`config.mk`:
```
export PLATFORM = sky130hd
export DESIGN_NAME = sorted_frame_rx
export DESIGN_NICKNAME = d
export VERILOG_FILES = /design/src/rtl/sort_pkg.sv /design/src/rtl/sort_frame_buf.sv /design/src/rtl/sorted_frame_rx.sv
export SDC_FILE = /design/constraint.sdc
export NUM_CORES = 1
export LEC_CHECK = 0
export BUFFER_PORTS_ARGS = -buffer_cell sky130_fd_sc_hd__clkbuf_2
export CAP_MARGIN = 30
export CELL_PAD_IN_SITES_DETAIL_PLACEMENT = 1
export CELL_PAD_IN_SITES_GLOBAL_PLACEMENT = 1
export CORE_MARGIN = 2
export CORE_UTILIZATION = 54
export CTS_CLUSTER_SIZE = 28
export DETAILED_ROUTE_END_ITERATION = 7
export PLACE_DENSITY = 0.85
export SLEW_MARGIN = 20
export SYNTH_ARGS = -nofsm -noshare
export SYNTH_HDL_FRONTEND = slang
export SYNTH_SLANG_ARGS = --single-unit
```
`constraint.sdc`:
```
create_clock -name clk -period 12.2 [get_ports clk]
set_input_delay 0 -clock clk [delete_from_list [all_inputs] [get_ports clk]]
set_output_delay 0 -clock clk [all_outputs]
set_load 0.02 [all_outputs]
```
`src/rtl/sort_pkg.sv`:
```
// Shared definitions for the insertion sorter and its frame receiver.
// Holds the default frame geometry and the receiver FSM state encoding.
package sort_pkg;

  localparam int SORT_WIDTH = 32;  // data word width
  localparam int SORT_COUNT = 8;   // words per frame (>= 2)
  localparam int SORT_IDX_W = 3;   // clog2(SORT_COUNT)

  // Receiver states; encoding is shared with the sorter side.
  typedef enum logic [1:0] {
    ST_RECV = 2'd0,
    ST_DONE = 2'd1,
    ST_HOLD = 2'd2
  } sort_state_e;

endpackage

```
`src/rtl/sort_frame_buf.sv`:
```
// COUNT x WIDTH register file holding one received frame.
// Ports:
//   clk, reset      clock, async active-low reset (read register only)
//   we/waddr/wdata  single write port
//   re/raddr        read request; rdata valid one cycle after re
//   rdata           registered read data; addresses >= COUNT read as 0
module sort_frame_buf
  import sort_pkg::*;
#(
  parameter int WIDTH = SORT_WIDTH,
  parameter int COUNT = SORT_COUNT,
  parameter int IDX_W = SORT_IDX_W
) (
  input  logic             clk,
  input  logic             reset,
  input  logic             we,
  input  logic [IDX_W-1:0] waddr,
  input  logic [WIDTH-1:0] wdata,
  input  logic             re,
  input  logic [IDX_W-1:0] raddr,
  output logic [WIDTH-1:0] rdata
);

  // Frame storage has no reset: contents are meaningless until written.
  logic [WIDTH-1:0] mem_q [COUNT];
  logic [WIDTH-1:0] rdata_q, rdata_d;

  always_ff @(posedge clk) begin
    if (we) mem_q[waddr] <= wdata;
  end

  // Read data holds its last value when no read is requested.
  always_comb begin
    rdata_d = rdata_q;
    if (re) rdata_d = (int'(raddr) < COUNT) ? mem_q[raddr] : '0;
  end

  always_ff @(posedge clk or negedge reset) begin
    if (!reset) rdata_q <= '0;
    else        rdata_q <= rdata_d;
  end

  assign rdata = rdata_q;

endmodule

```
`src/rtl/sorted_frame_rx.sv`:
```
// Receive side of the sorter's word stream. Captures one COUNT-word frame
// over a valid/ready handshake, checks on the fly that it is non-decreasing,
// tracks min/max, and holds the frame for random-access readback until ack.
// Ports:
//   clk, reset                 clock, async active-low reset
//   in_valid/in_data/in_ready  input stream handshake (ready only in RECV)
//   ack                        releases the held frame (HOLD only)
//   rd_en/rd_addr              readback request (HOLD only)
//   rd_data/rd_valid           readback response, one cycle later
//   frame_done                 one-cycle pulse when result outputs update
//   order_ok/first_bad         sortedness of held frame, first violating index
//   min_val/max_val            held frame extrema
//   frame_cnt                  completed frames since reset (wraps)
module sorted_frame_rx
  import sort_pkg::*;
#(
  parameter int WIDTH = SORT_WIDTH,
  parameter int COUNT = SORT_COUNT,
  parameter int IDX_W = SORT_IDX_W
) (
  input  logic             clk,
  input  logic             reset,
  input  logic             in_valid,
  input  logic [WIDTH-1:0] in_data,
  output logic             in_ready,
  input  logic             ack,
  input  logic             rd_en,
  input  logic [IDX_W-1:0] rd_addr,
  output logic [WIDTH-1:0] rd_data,
  output logic             rd_valid,
  output logic             frame_done,
  output logic             order_ok,
  output logic [IDX_W-1:0] first_bad,
  output logic [WIDTH-1:0] min_val,
  output logic [WIDTH-1:0] max_val,
  output logic [15:0]      frame_cnt
);

  // Write index is one bit wider than an address so it can sit at COUNT
  // after the last word without aliasing back to 0.
  localparam logic [IDX_W:0] LAST_IDX = (IDX_W+1)'(COUNT - 1);

  sort_state_e      state_q, state_d;
  logic [IDX_W:0]   widx_q, widx_d;

  // Running frame statistics, valid once word 0 has been accepted.
  logic [WIDTH-1:0] run_min_q, run_min_d;
  logic [WIDTH-1:0] run_max_q, run_max_d;
  logic [WIDTH-1:0] prev_q, prev_d;
  logic             run_ok_q, run_ok_d;
  logic [IDX_W-1:0] run_bad_q, run_bad_d;

  // Result registers, loaded once per frame.
  logic             order_ok_q, order_ok_d;
  logic [IDX_W-1:0] first_bad_q, first_bad_d;
  logic [WIDTH-1:0] min_val_q, min_val_d;
  logic [WIDTH-1:0] max_val_q, max_val_d;
  logic [15:0]      frame_cnt_q, frame_cnt_d;
  logic             frame_done_q, frame_done_d;
  logic             rd_valid_q, rd_valid_d;

  logic             accept;
  logic             rd_fire;

  assign accept  = in_valid && (state_q == ST_RECV);
  assign rd_fire = rd_en && (state_q == ST_HOLD);

  always_comb begin
    state_d      = state_q;
    widx_d       = widx_q;
    run_min_d    = run_min_q;
    run_max_d    = run_max_q;
    prev_d       = prev_q;
    run_ok_d     = run_ok_q;
    run_bad_d    = run_bad_q;
    order_ok_d   = order_ok_q;
    first_bad_d  = first_bad_q;
    min_val_d    = min_val_q;
    max_val_d    = max_val_q;
    frame_cnt_d  = frame_cnt_q;
    frame_done_d = 1'b0;
    rd_valid_d   = rd_fire;

    unique case (state_q)
      ST_RECV: begin
        if (accept) begin
          widx_d = widx_q + 1'b1;
          prev_d = in_data;
          if (widx_q == '0) begin
            run_min_d = in_data;
            run_max_d = in_data;
            run_ok_d  = 1'b1;
            run_bad_d = '0;
          end else begin
            if (in_data < run_min_q) run_min_d = in_data;
            if (in_data > run_max_q) run_max_d = in_data;
            // Only the first descent is recorded; equal neighbours are fine.
            if ((in_data < prev_q) && run_ok_q) begin
              run_ok_d  = 1'b0;
              run_bad_d = widx_q[IDX_W-1:0];
            end
          end
          // Results are loaded on the edge into DONE, folding in the last
          // word, so they are already visible while frame_done is high.
          if (widx_q == LAST_IDX) begin
            state_d      = ST_DONE;
            order_ok_d   = run_ok_d;
            first_bad_d  = run_bad_d;
            min_val_d    = run_min_d;
            max_val_d    = run_max_d;
            frame_cnt_d  = frame_cnt_q + 16'd1;
            frame_done_d = 1'b1;
          end
        end
      end
      ST_DONE: state_d = ST_HOLD;
      ST_HOLD: begin
        if (ack) begin
          state_d = ST_RECV;
          widx_d  = '0;
        end
      end
      default: state_d = ST_RECV;
    endcase
  end

  always_ff @(posedge clk or negedge reset) begin
    if (!reset) begin
      state_q      <= ST_RECV;
      widx_q       <= '0;
      run_min_q    <= '0;
      run_max_q    <= '0;
      prev_q       <= '0;
      run_ok_q     <= 1'b0;
      run_bad_q    <= '0;
      order_ok_q   <= 1'b0;
      first_bad_q  <= '0;
      min_val_q    <= '0;
      max_val_q    <= '0;
      frame_cnt_q  <= '0;
      frame_done_q <= 1'b0;
      rd_valid_q   <= 1'b0;
    end else begin
      state_q      <= state_d;
      widx_q       <= widx_d;
      run_min_q    <= run_min_d;
      run_max_q    <= run_max_d;
      prev_q       <= prev_d;
      run_ok_q     <= run_ok_d;
      run_bad_q    <= run_bad_d;
      order_ok_q   <= order_ok_d;
      first_bad_q  <= first_bad_d;
      min_val_q    <= min_val_d;
      max_val_q    <= max_val_d;
      frame_cnt_q  <= frame_cnt_d;
      frame_done_q <= frame_done_d;
      rd_valid_q   <= rd_valid_d;
    end
  end

  // Reads are gated by HOLD, and HOLD never writes, so an ack in the same
  // cycle as a read still returns the held word.
  sort_frame_buf #(
    .WIDTH(WIDTH),
    .COUNT(COUNT),
    .IDX_W(IDX_W)
  ) u_buf (
    .clk  (clk),
    .reset(reset),
    .we   (accept),
    .waddr(widx_q[IDX_W-1:0]),
    .wdata(in_data),
    .re   (rd_fire),
    .raddr(rd_addr),
    .rdata(rd_data)
  );

  assign in_ready   = (state_q == ST_RECV);
  assign rd_valid   = rd_valid_q;
  assign frame_done = frame_done_q;
  assign order_ok   = order_ok_q;
  assign first_bad  = first_bad_q;
  assign min_val    = min_val_q;
  assign max_val    = max_val_q;
  assign frame_cnt  = frame_cnt_q;

endmodule

```
Yosys cells after proc, flatten, opt, wreduce, memory -nomap -nowiden:

Memories as Yosys holds them, arrays and structs flattened. A register that Yosys moved wholly into a read port is not among the register bits.
Cells that the tools add are included.

* flip-flop bits (word level): 192
* memory bits (writable): 256
* input port bits: 40
* memories: 1

Memories
* u_buf.mem_q: words 8, bits a word 32, rd ports 1, clocked after Yosys merged registers in 1, wr ports 1, RTL line sort_frame_buf.sv:25 `logic [WIDTH-1:0] mem_q [COUNT];`

* add/sub/neg operators: 2
* magnitude comparators: 3
* eq/ne operators: 6
* muxes and demuxes: 20
* reduce and logical (&&, ||, !) cells: 11

Operators with widths (number)
* 32-bit two-way mux: 4
* 32-bit < comparator: 2
* 32-bit greater-than comparator: 1
* 16-bit by 1-bit adder with 16-bit output (second input constant): 1
* 3-bit AND reduction: 3
* 4-bit two-way mux: 2
* 4-bit one-hot mux with 2 select lines: 1
* 1-bit two-way mux: 7
* 2-bit two-way mux: 3
* 3-bit two-way mux: 2
* 2-bit one-hot mux with 3 select lines: 1
* 4-bit by 1-bit adder with 4-bit output (second input constant): 1
* 4-bit by 3-bit equality test with 1-bit output (second input constant): 1
* 4-bit zero test: 1
* 2-bit by 1-bit != test with 1-bit output (second input constant): 2
* 1-bit logical AND: 3
* 2-bit by 1-bit equality test with 1-bit output (second input constant): 1
* 2-bit equality test (second input constant): 1
* 2-bit zero test: 1
* 2-bit != test (second input constant): 1
* 2-bit AND reduction: 1
* 2-bit nonzero test: 1
* 1-bit zero test: 1

Depth between registers and ports, before layout:

Gate-level depths: netlist of the first run.

* depth in word-level cells: 4
* gate-level depth with buffers: 11
* mapped depth without buffers: 9

Hierarchy:

A second synthesis of the first run with hierarchy kept.

* cell total of the unflattened synthesis: 1657
* area, all modules: 21415.5 sq um

By module, submodules not included
* sort_frame_buf: instances 1, cells each 635, area an instance 11254.5 sq um
* sorted_frame_rx: instances 1, cells each 1022, area an instance 10161.0 sq um

Worst setup path before layout of the first run:

OpenSTA, ideal clock, no wires.

* kind: register -> register
* from: register state_q[0]
* to: memory u_buf.mem_q[0][0] in the netlist's numbering, enable pin
* setup time: 501 ps
* arrival: 4155 ps
* data required time: 11699 ps
* path slack: 7544 ps
* cell stages (with the launch flop): 5
* clock period less this slack: 4656 ps
* cells stage by stage: dfrtp_1 nor2_1 nand2_1 clkbuf_1 nor4_1

* cells in the longest elaborated chain, start to end: 4

RTL lines
* start, declared: RTL line sorted_frame_rx.sv:43 `sort_state_e state_q, state_d;`
* start signal, assigned: RTL line sorted_frame_rx.sv:144 `state_q <= state_d;`
* 2-bit zero test
* net in_ready: RTL line sorted_frame_rx.sv:25 `output logic in_ready,`
* 1-bit logical AND: RTL line sorted_frame_rx.sv:65 `assign accept = in_valid && (state_q == ST_RECV);`
* 1-bit two-way mux: RTL line sort_frame_buf.sv:29 `if (we) mem_q[waddr] <= wdata;`
* 1-bit two-way mux (not written as such): RTL line sort_frame_buf.sv:29
* end, declared: RTL line sort_frame_buf.sv:25

The timed path passes the listed nets, and every way through them passes these cells.

Final worst setup path of the first run:

* from: register run_min_q[2]
* to: register min_val_q[18], in the netlist min_val[18]

* cells in the longest elaborated chain, start to end: 3

RTL lines
* start, declared: RTL line sorted_frame_rx.sv:47 `logic [WIDTH-1:0] run_min_q, run_min_d;`
* start signal, assigned: RTL line sorted_frame_rx.sv:146 `run_min_q <= run_min_d;`
* 32-bit < comparator: RTL line sorted_frame_rx.sv:95 `if (in_data < run_min_q) run_min_d = in_data;`
* 32-bit two-way mux: RTL line sorted_frame_rx.sv:95
* 32-bit two-way mux: RTL line sorted_frame_rx.sv:89 `if (widx_q == '0) begin`
* end signal, assigned: RTL line sorted_frame_rx.sv:153 `min_val_q <= min_val_d;`
* end, declared: RTL line sorted_frame_rx.sv:56 `logic [WIDTH-1:0] min_val_q, min_val_d;`

Every way passes these cells.
A chain may end at the register's enable or synchronous reset.

==> results.tsv, run 1 <==
stage	metric	value	unit
synthesis	Yosys reg bits	480	
sta	Fin Hold WS	-0.01491	ns
synthesis	mux cell area share after synthesis	0.1541	
clocking	Sink Count	480	
clocking	H-tree lvl count	2	
synthesis	syn_area_per_cell	14.13	um2
route	via/cell ratio	5.895	
clocking	CTS Hold Bufs	34	
critical_path	Setup crit end	min_val[18]$_DFFE_PN0P_	
route	antenna viol nets, final	0	
power	Overall Power	5.769	mW
flow_run	Max-cap violations	0	
critical_path	CP Class	reg2reg	
cells_and_area	fraction of layout cells with a size suffix above 1	0.2302	
route	WL per Instance	24.29	um
sta	Slew Limit Fails	0	
power	worst vdd ir	0.1374	mV
outcome	failing checks	hold timing	
critical_path	reg-to-reg endpoint	min_val[18]$_DFFE_PN0P_	
route	final WL	54.58	mm
critical_path	Worst R2R Start	run_min_q[2]$_DFFE_PN0P_	
global_routing	GRT Overall Usage	0.2786	
placed_design	hpwl dp	33.51	mm
clocking	setup bufs post-CTS	0	
critical_path	critical path, cell by cell	inv_1 -> ha_1 -> a211oi_1 -> o21ai_1 -> a211oi_1 -> o311ai_1 -> a31oi_4 -> buf_4 -> mux2i_1 -> o21ai_0	
synthesis	YS warnings	0	
hold_path	worst hold path type	in2async	
cells_and_area	nets@finish	1826	
die	site row count	72	
synthesis	post-synthesis adder-cell area fraction	0.05781	
synthesis	Main synth FF type	edfxtp_1	
sta	Final Hold Viols	6	
global_routing	first-pass GRT wire length	86.42	mm
critical_path	Arrival @ worst endpoint	3.89	ns
clocking	post-cts sizing count	0	
cells_and_area	area of the multi-input gates	7083	um2
sta	setup violators final	0	
synthesis	asr flop ratio synth	0.4667	
route	Iter 0 DRT Violations	770	
sta	RSZ-0062 raised after global routing	false	
synthesis	syn_nets	1623	
critical_path	CP Max Fanout	32	
route	DRC viols	0	
synthesis	Post-Syn Area	20990	um2
die	Starting Density	0.5458	
die	boundary pin count	159	
global_routing	GR Overflow Total	0	
global_routing	largest net degree at the start of global routing	99	
sta	Worst Skew	0.01871	ns
critical_path	cell count along the critical path	10	
sta	Tightest Pin Transition	0.9528	ns
synthesis	Netlist cell types	48	
synthesis	post-synthesis simple-gate area fraction	0.05853	
critical_path	Bufs and invs on worst path	2	
sta	Fin Setup TNS	0	ns
global_routing	number of global-route vias before repair	14950	
cells_and_area	antenna diode count	0	
critical_path	FF-to-FF path depth	10	
synthesis	main combinational cell family by area after synthesis	multiplexers	
cells_and_area	Storage cell area	13290	um2
route	Initial DRT Pass Iterations	5	
clocking	CTS tree	built	
clocking	clock insertion delay at the later pin of the skew report	0.59	ns
cells_and_area	# fillers	3752	
outcome	status	finished, violations left	
die	core area	38470	um2
critical_path	CP startpoint	run_min_q[2]$_DFFE_PN0P_	
critical_path	Setup crit end kind	flop	
critical_path	FF-to-FF setup slack	8.69	ns
cells_and_area	final core occ	0.6327	
power	pwr/cell area	237.0	nW/um2
sta	final period utilization	0.2879	
critical_path	CP max stage cell	buf_4	
placed_design	DP Area	22430	um2
clocking	Max Root-Sink Buffers	3	
sta	Final Critical Period	3.512	ns
die	DIE AREA	40470	um2
synthesis	post-synthesis sequential area ratio	0.6332	
clocking	clock tree root buffer cell	clkbuf_16	
critical_path	Startpoint Class	flop	
die	height of the die	201.2	um
route	vias	13250	
power	P_leak	10.46	nW
cells_and_area	post-route cell area	24340	um2
synthesis	number of enable flip-flop cells after synthesis	256	
sta	f_max	284.7	MHz
synthesis	Synth Area in Compound Gates	0.05614	
cells_and_area	area delta synth->final	15.94	%
critical_path	Crit path max-delay family	compound AO/OA/AOI/OAI gates	
placed_design	GPL Wtd Cong	0.8225	
placed_design	I/O Buffers	158	
synthesis	post-synthesis xor/xnor area fraction	0.007092	
critical_path	cell mode on critical path	a211oi_1	
critical_path	critical path required time	12.58	ns
sta	worst rel slew slack	0.3648	
die	Die Span X	201.2	um
clocking	Reg clk slew, reported paths	0.07	ns
global_routing	initial antenna violation count	0	
synthesis	cell count after synthesis	1486	
critical_path	Crit path largest cell delay	0.57	ns
clocking	CTS buffer count	50	
placed cells by master (no fill, tap or decap), drive strengths merged, types with 20 or more instances in the layout:
cell type / Yosys / layout
a21oi: 41 / 41
buf: 26 / 27
clkbuf: 40 / 221
clkinv: 0 / 20
dfrtp: 224 / 224
dlygate4sd3: 0 / 34
edfxtp: 256 / 256
ha: 97 / 97
inv: 104 / 106
mux2: 64 / 64
mux2i: 96 / 96
mux4: 64 / 64
nand2: 183 / 183
nand4: 24 / 24
nor2: 24 / 24
o21ai: 148 / 148
state kept, by name, summed over array words and instances (netlist names):
name         cells
frame_done       1
rd_valid         1
order_ok         1
prev_q          32
state_q          2
first_bad        3
run_bad_q        3
frame_cnt       16
u_buf.mem_q    256
widx_q           4
u_buf.rdata     32
run_min_q       32
run_ok_q         1
min_val         32
run_max_q       32
max_val         32
worst min-delay path by stage:
stage | slack, ns | to | from
floorplan | -0.30 | first_bad[0]$_DFFE_PN0P_ | reset
global placement | 0.03 | max_val[8]$_DFFE_PN0P_ | reset
detailed placement | 0.03 | max_val[8]$_DFFE_PN0P_ | reset
CTS | 0.009 | run_max_q[3]$_DFFE_PN0P_ | reset
global route | 0.03 | max_val[8]$_DFFE_PN0P_ | reset
finish | -0.01 | max_val[8]$_DFFE_PN0P_ | reset
cell families (layout without fill, tap and decap cells):
group / count (synthesis) / in the layout
flip-flops: 480 / 480
AND/OR/NAND/NOR: 282 / 282
multiplexers: 224 / 224
AO/OA/AOI/OAI: 216 / 216
buffers and inverters: 170 / 413
adder cells (fa/ha/maj): 97 / 97
XOR/XNOR: 17 / 17
synthesized netlist by cell type, types with 30 or more instances:
cell | count | area (um2)
edfxtp_1 | 256 | 7687
dfrtp_1 | 224 | 5605
nand2_1 | 183 | 686.9
o21ai_0 | 147 | 735.7
inv_1 | 104 | 390.4
ha_1 | 97 | 1214
mux2i_1 | 96 | 960.9
mux4_2 | 64 | 1441
a21oi_1 | 41 | 205.2
clkbuf_1 | 40 | 150.1
mux2_2 | 33 | 371.6
mux2_4 | 30 | 450.4
report_power, final:
| group | total (mW) | switching (mW) | internal [mW] | leakage (nW) |
|---|---|---|---|---|
| clock network | 1.46 | 0.641 | 0.815 | 0.755 |
| registers | 2.43 | 0.269 | 2.16 | 5.11 |
| logic | 1.89 | 1.15 | 0.737 | 4.60 |
| total | 5.77 | 2.06 | 3.71 | 10.5 |
per-stage QoR:
step | hold slack, ns | cells | worst slack [ns]
floorplan | -0.2956 | 1486 | 7.544
global placement | 0.02752 | 2117 | 8.906
global route | 0.03316 | 2247 | 8.604
detailed placement | 0.03487 | 2120 | 8.757
finish | -0.01491 | 2247 | 8.688
CTS | 0.009188 | 2246 | 8.738
metal layers:
layer	track usage	part of all wire	up-vias
li1	-	-	5822
met1	0.3603	0.41	6906
met2	0.4726	0.50	381
met3	0.03968	0.043	137
met4	0.1247	0.041	0
met5	0	0	-
final cells by class:
cell class | count | share of cell area
clock buffers | 65 | 0.05454
clock inverters | 27 | 0.008893
inverters | 104 | 0.01604
multi-input cells | 836 | 0.2910
flip-flops and latches | 480 | 0.5461
well taps | 518 | 0.02663
repair buffers | 217 | 0.05675
No activity file was read; power rests on OpenSTA's default activity.
==> run 2, diff against run 1 <==
--- a/config.mk
+++ b/config.mk
@@ -10,10 +10,10 @@
 export CELL_PAD_IN_SITES_DETAIL_PLACEMENT = 1
 export CELL_PAD_IN_SITES_GLOBAL_PLACEMENT = 1
 export CORE_MARGIN = 2
-export CORE_UTILIZATION = 54
+export CORE_UTILIZATION = 50
 export CTS_CLUSTER_SIZE = 28
 export DETAILED_ROUTE_END_ITERATION = 7
-export PLACE_DENSITY = 0.85
+export PLACE_DENSITY = 0.79
 export SLEW_MARGIN = 20
 export SYNTH_ARGS = -nofsm -noshare
 export SYNTH_HDL_FRONTEND = slang
==> constraint.sdc (replaced) <==
create_clock -name clk -period 3.53 [get_ports clk]
set_input_delay 0 -clock clk [delete_from_list [all_inputs] [get_ports clk]]
set_output_delay 0 -clock clk [all_outputs]
set_load 0.02 [all_outputs]
==> results.tsv, run 2 (synthesis gave the netlist of run 1 again) <==
stage	metric	value	unit
outcome	status	finished, final reports clean	
flow_run	Max-cap violations	0	
route	WL per Instance	22.67	um
sta	Worst Skew	0.01579	ns
power	pwr/cell area	805.2	nW/um2
route	antenna viol nets, final	0	
clocking	Max Root-Sink Buffers	3	
sta	Tightest Pin Transition	1.023	ns
critical_path	Crit path max-delay family	compound AO/OA/AOI/OAI gates	
clocking	CTS buffer count	48	
die	DIE AREA	43640	um2
route	DRC viols	0	
die	boundary pin count	159	
power	switching power of the nets	6.796	mW
clocking	clock insertion delay at the later pin of the skew report	0.59	ns
cells_and_area	post-route cell area	24770	um2
power	Flop pwr share	0.418	
cells_and_area	fin cells	2303	
cells_and_area	max FFs per register	256	
global_routing	initial antenna violation count	2	
die	Starting Density	0.5039	
power	Sw Ratio	0.3408	
cells_and_area	most common cell after layout, fill and taps aside	edfxtp_1	
global_routing	GR Overflow Total	0	
sta	Final Hold Viols	0	
route	via/cell ratio	5.671	
sta	Final Critical Period	3.207	ns
cells_and_area	area delta synth->final	17.97	%
clocking	Sink Count	480	
cells_and_area	final core occ	0.5944	
global_routing	number of global-route vias before repair	14280	
die	site row count	75	
sta	setup violators final	0	
placed_design	I/O Buffers	158	
sta	Final WS setup	0.3227	ns
cells_and_area	nets@finish	1862	
clocking	CTS tree	built	
critical_path	Setup crit end kind	flop	
global_routing	first-pass GRT wire length	82.03	mm
die	height of the die	208.9	um
route	vias	13060	
die	Die Span X	208.9	um
route	final WL	52.21	mm
placed_design	GPL Wtd Cong	0.8080	
sta	f_max	311.8	MHz
sta	worst rel slew slack	0.3181	
critical_path	critical path, cell by cell	inv_1 -> ha_1 -> nand4_1 -> nor4_1 -> a21oi_1 -> o31ai_4 -> buf_4 -> mux2_2	
critical_path	Crit path largest cell delay	0.71	ns
critical_path	Startpoint Class	flop	
critical_path	CP Class	reg2reg	
critical_path	critical path required time	4.00	ns
sta	final period utilization	0.9086	
power	Overall Power	19.94	mW
placed_design	hpwl dp	34.36	mm
sta	RSZ-0062 raised after global routing	false	
critical_path	Bufs and invs on worst path	2	
critical_path	CP max stage cell	o31ai_4	
hold_path	worst hold path type	in2reg	
power	Comb pwr share	0.316	
clocking	setup bufs post-CTS	0	
global_routing	GRT Overall Usage	0.2459	
placed_design	Post-Place Setup Slack	0.3337	ns
critical_path	CP Max Fanout	14	
cells_and_area	fraction of layout cells with a size suffix above 1	0.2462	
clocking	clock tree root buffer cell	clkbuf_16	
cells_and_area	Top reg by flops	u_buf.mem_q	
global_routing	largest net degree at the start of global routing	123	
cells_and_area	most frequent cells in the layout	256 x edfxtp_1, 224 x dfrtp_1, 182 x nand2_1	
power	worst vdd ir	0.3846	mV
clocking	Reg clk slew, reported paths	0.06	ns
power	P_leak	10.68	nW
sta	Fin Setup TNS	0	ns
critical_path	Arrival @ worst endpoint	3.68	ns
power	internal power	13.15	mW
die	core area	41670	um2
sta	Fin Hold WS	0.04163	ns
placed_design	placed cells	2179	
placed_design	DP Area	22790	um2
route	Iter 0 DRT Violations	818	
power	Clock power frac	0.266	
route	Initial DRT Pass Iterations	5	
sta	Slew Limit Fails	0	
clocking	H-tree lvl count	2	
run 2: cell count changes in the layout (fill, tap and decap cells not counted), moves of 2 or more:
| cell | change |
|---|---|
| clkbuf_16 | -2 |
| buf_4 | +36 |
| inv_6 | +2 |
| clkbuf_1 | -2 |
| clkinv_2 | -5 |
| buf_12 | +3 |
| bufinv_16 | +5 |
run 2: worst reg2reg max path, delay by kind of cell, from the launching register on:
kind	cells	cell delay [ns]
AOI/OAI and AO/OA	2	0.90
and+or+nand+nor	2	0.76
buffers and inverters	2	0.38
DFF	1	0.37
muxes	1	0.36
adders and majority gates	1	0.31
run 2: layer usage:
metal / global-route usage / up-vias / wire (um) / share of wire
li1: - / 5896 / - / -
met1: 0.3293 / 6769 / 22600 / 0.43
met2: 0.4199 / 315 / 26060 / 0.50
met3: 0.04479 / 78 / 2466 / 0.047
met4: 0.05887 / 2 / 1079 / 0.021
met5: 0 / - / 10 / 0.00019
run 2: worst paths after layout:
| path | start | endpoint | slack (ns) | cells after the start |
|---|---|---|---|---|
| max in group asynchronous | reset | run_min_q[0]$_DFFE_PN0P_ | 2.30 | 3 |
| hold / removal | in_data[29] | prev_q[29]$_DFFE_PN0P_ | 0.04 | 4 |
| setup reg to reg | run_max_q[27]$_DFFE_PN0P_ | run_max_q[25]$_DFFE_PN0P_ | 0.32 | 8 |
| min in group asynchronous | reset | frame_cnt[10]$_DFFE_PN0P_ | 0.05 | 2 |
| setup / recovery | run_max_q[27]$_DFFE_PN0P_ | run_max_q[25]$_DFFE_PN0P_ | 0.32 | 8 |
| hold reg to reg | u_buf.rdata[26]$_DFFE_PN0P_ | u_buf.rdata[26]$_DFFE_PN0P_ | 0.48 | 2 |
run 2: power by group through the flow:
stage               Combinational [mW]  Sequential (mW)  Clock (mW)
global placement                  5.97             8.33           0
CTS                               6.38             8.35        5.42
finish                            6.29             8.34        5.31
detailed placement                6.26             8.45           0
global route                      6.93             8.51        5.62
floorplan                         3.68             8.81           0
run 2: area by class of cell:
type                    count  area, um2
repair buffers            255       1689
inverters                 104      390.4
well taps                 539      674.4
diodes                      1      2.502
clock inverters            26      336.6
fillers                  4091      16900
flip-flops and latches    480      13290
clock buffers              62       1284
multi-input cells         836       7098
run 2: repair_timing:
item | in CTS | in global routing
gates resized for setup | 0 | 0
hold endpoints to repair | 459 | 0
hold buffers | 35 | 0
==> run 3, diff against run 2 <==
--- a/config.mk
+++ b/config.mk
@@ -13,6 +13,7 @@
 export CORE_UTILIZATION = 50
 export CTS_CLUSTER_SIZE = 28
 export DETAILED_ROUTE_END_ITERATION = 7
+export HOLD_SLACK_MARGIN = 0.1
 export PLACE_DENSITY = 0.79
 export SLEW_MARGIN = 20
 export SYNTH_ARGS = -nofsm -noshare
==> results.tsv, run 3 (synthesis gave the netlist of run 1 again) <==
stage	metric	value	unit
outcome	status	finished, final reports clean	
clocking	CTS tree	built	
cells_and_area	Top reg by flops	u_buf.mem_q	
clocking	clock tree root buffer cell	clkbuf_16	
power	worst vdd ir	0.3846	mV
global_routing	number of global-route vias before repair	14280	
route	DR WL met3	2.335	mm
critical_path	Arrival @ worst endpoint	3.68	ns
critical_path	FF-to-FF path depth	8	
placed_design	I/O Buffers	158	
sta	RSZ-0062 raised after global routing	false	
die	boundary pin count	159	
power	switching power of the nets	6.795	mW
power	internal power	13.15	mW
sta	Tightest Pin Transition	1.019	ns
die	site row count	75	
power	pwr/cell area	804.6	nW/um2
cells_and_area	most frequent cells in the layout	256 x edfxtp_1, 224 x dfrtp_1, 182 x nand2_1	
critical_path	CP Class	reg2reg	
power	Flop pwr share	0.418	
placed_design	hpwl dp	34.36	mm
clocking	Reg clk slew, reported paths	0.06	ns
power	P_leak	10.69	nW
cells_and_area	area delta synth->final	18.07	%
sta	Slew Limit Fails	0	
sta	worst rel slew slack	0.3205	
power	Clock power frac	0.266	
route	antenna viol nets, final	0	
critical_path	critical path required time	4.00	ns
route	top sig layer	met5	
critical_path	Bufs and invs on worst path	2	
hold_path	worst hold path type	in2async	
route	met2 WL	26.03	mm
clocking	setup bufs post-CTS	0	
sta	f_max	311.6	MHz
critical_path	cell count along the critical path	8	
critical_path	critical path, cell by cell	inv_1 -> ha_1 -> nand4_1 -> nor4_1 -> a21oi_1 -> o31ai_4 -> buf_4 -> mux2_2	
route	via/cell ratio	5.661	
route	vias	13050	
route	Iter 0 DRT Violations	865	
flow_run	Max-cap violations	0	
cells_and_area	final core occ	0.5949	
global_routing	GRT Overall Usage	0.2459	
global_routing	largest net degree at the start of global routing	123	
route	Initial DRT Pass Iterations	5	
die	height of the die	208.9	um
cells_and_area	area of the multi-input gates	7098	um2
sta	Fin Setup TNS	0	ns
die	Starting Density	0.5039	
cells_and_area	max FFs per register	256	
clocking	H-tree lvl count	2	
cells_and_area	nets@finish	1864	
route	WL per Instance	22.67	um
critical_path	Startpoint Class	flop	
clocking	Max Root-Sink Buffers	3	
route	final WL	52.26	mm
cells_and_area	fraction of layout cells with a size suffix above 1	0.2459	
sta	Final WS setup	0.3212	ns
cells_and_area	most common cell after layout, fill and taps aside	edfxtp_1	
clocking	CTS buffer count	48	
clocking	post-cts sizing count	0	
critical_path	Crit path max-delay family	compound AO/OA/AOI/OAI gates	
global_routing	initial antenna violation count	2	
route	met1 WL	22.80	mm
critical_path	Setup crit end kind	flop	
route	DRC viols	0	
sta	final period utilization	0.9090	
sta	Final Hold Viols	0	
placed_design	Post-Place Setup Slack	0.3337	ns
placed_design	GPL Wtd Cong	0.8080	
critical_path	CP Max Fanout	14	
cells_and_area	# fillers	4092	
die	Die Span X	208.9	um
global_routing	first-pass GRT wire length	82.03	mm
clocking	clock insertion delay at the later pin of the skew report	0.59	ns
power	Sw Ratio	0.3407	
clocking	Sink Count	480	
die	DIE AREA	43640	um2
global_routing	GR Overflow Total	0	
critical_path	Crit path largest cell delay	0.71	ns
die	core area	41670	um2
critical_path	CP max stage cell	o31ai_4	
power	Comb pwr share	0.316	
cells_and_area	Storage cell area	13290	um2
sta	Final Critical Period	3.209	ns
sta	setup violators final	0	
sta	Worst Skew	0.01483	ns
==> run 3: cell count changes in the layout (fill, tap and decap cells not counted) <==
cell | previous run | this run
dlygate4sd3_1 | 35 | 37
==> run 3: path summary, 6_finish.rpt <==
path,from,to,slack [ns]
max in group asynchronous,reset,run_min_q[0]$_DFFE_PN0P_,2.30
min,reset,frame_cnt[10]$_DFFE_PN0P_,0.05
max reg2reg,run_max_q[27]$_DFFE_PN0P_,run_max_q[25]$_DFFE_PN0P_,0.32
min reg2reg,u_buf.rdata[26]$_DFFE_PN0P_,u_buf.rdata[26]$_DFFE_PN0P_,0.48
min in group clk,rd_addr[2],u_buf.rdata[30]$_DFFE_PN0P_,0.25
max,run_max_q[27]$_DFFE_PN0P_,run_max_q[25]$_DFFE_PN0P_,0.32
==> run 3: area by class of cell <==
cell class	count	share of cell area
Sequential cell	480	0.5363
Clock inverter	26	0.01358
Antenna cell	1	0.0001010
Multi-Input combinational cell	836	0.2864
Timing Repair Buffer	257	0.06895
Clock buffer	62	0.05179
Tap cell	539	0.02721
Inverter	104	0.01575
==> run 3: per-layer routing <==
layer | global-route usage | vias up
met2 | 0.4199 | 297
met3 | 0.04479 | 79
li1 | - | 5899
met1 | 0.3293 | 6771
met4 | 0.05887 | 2
met5 | 0 | -
==> run 3: per-stage QoR <==
stage / instance area, um2 / power (mW) / hold WS, ns / cells
after floorplan: 21010 / 12.49 / -0.2956 / 1486
final: 24790 / 19.94 / 0.05392 / 2305
after global routing: 24790 / 21.07 / 0.1254 / 2304
after global placement: 22770 / 14.31 / 0.1786 / 2178
after CTS: 24790 / 20.15 / 0.1455 / 2304
after detailed placement: 22790 / 14.71 / 0.1909 / 2179
==> run 3: what timing repair did <==
item,4_1_cts,5_1_grt
hold buffers,37,0
endpoints found under the hold margin,540,0
setup endpoints to repair,0,0
==> run 3: worst register-to-register path, delay by kind of cell, from the launching register on <==
| family | cells | cell delay, ns |
|---|---|---|
| compound gates | 2 | 0.90 |
| fa+ha+maj | 1 | 0.31 |
| buf+inv | 2 | 0.38 |
| flops | 1 | 0.37 |
| mux | 1 | 0.36 |
| simple gates | 2 | 0.76 |
==> run 3: power by group through the flow <==
stage / registers [mW] / logic [mW] / clock network [mW]
3_5_place_dp: 8.45 / 6.26 / 0
5_1_grt: 8.51 / 6.93 / 5.62
4_1_cts: 8.35 / 6.38 / 5.42
2_1_floorplan: 8.81 / 3.68 / 0
3_3_place_gp: 8.33 / 5.97 / 0
6_report: 8.34 / 6.29 / 5.31
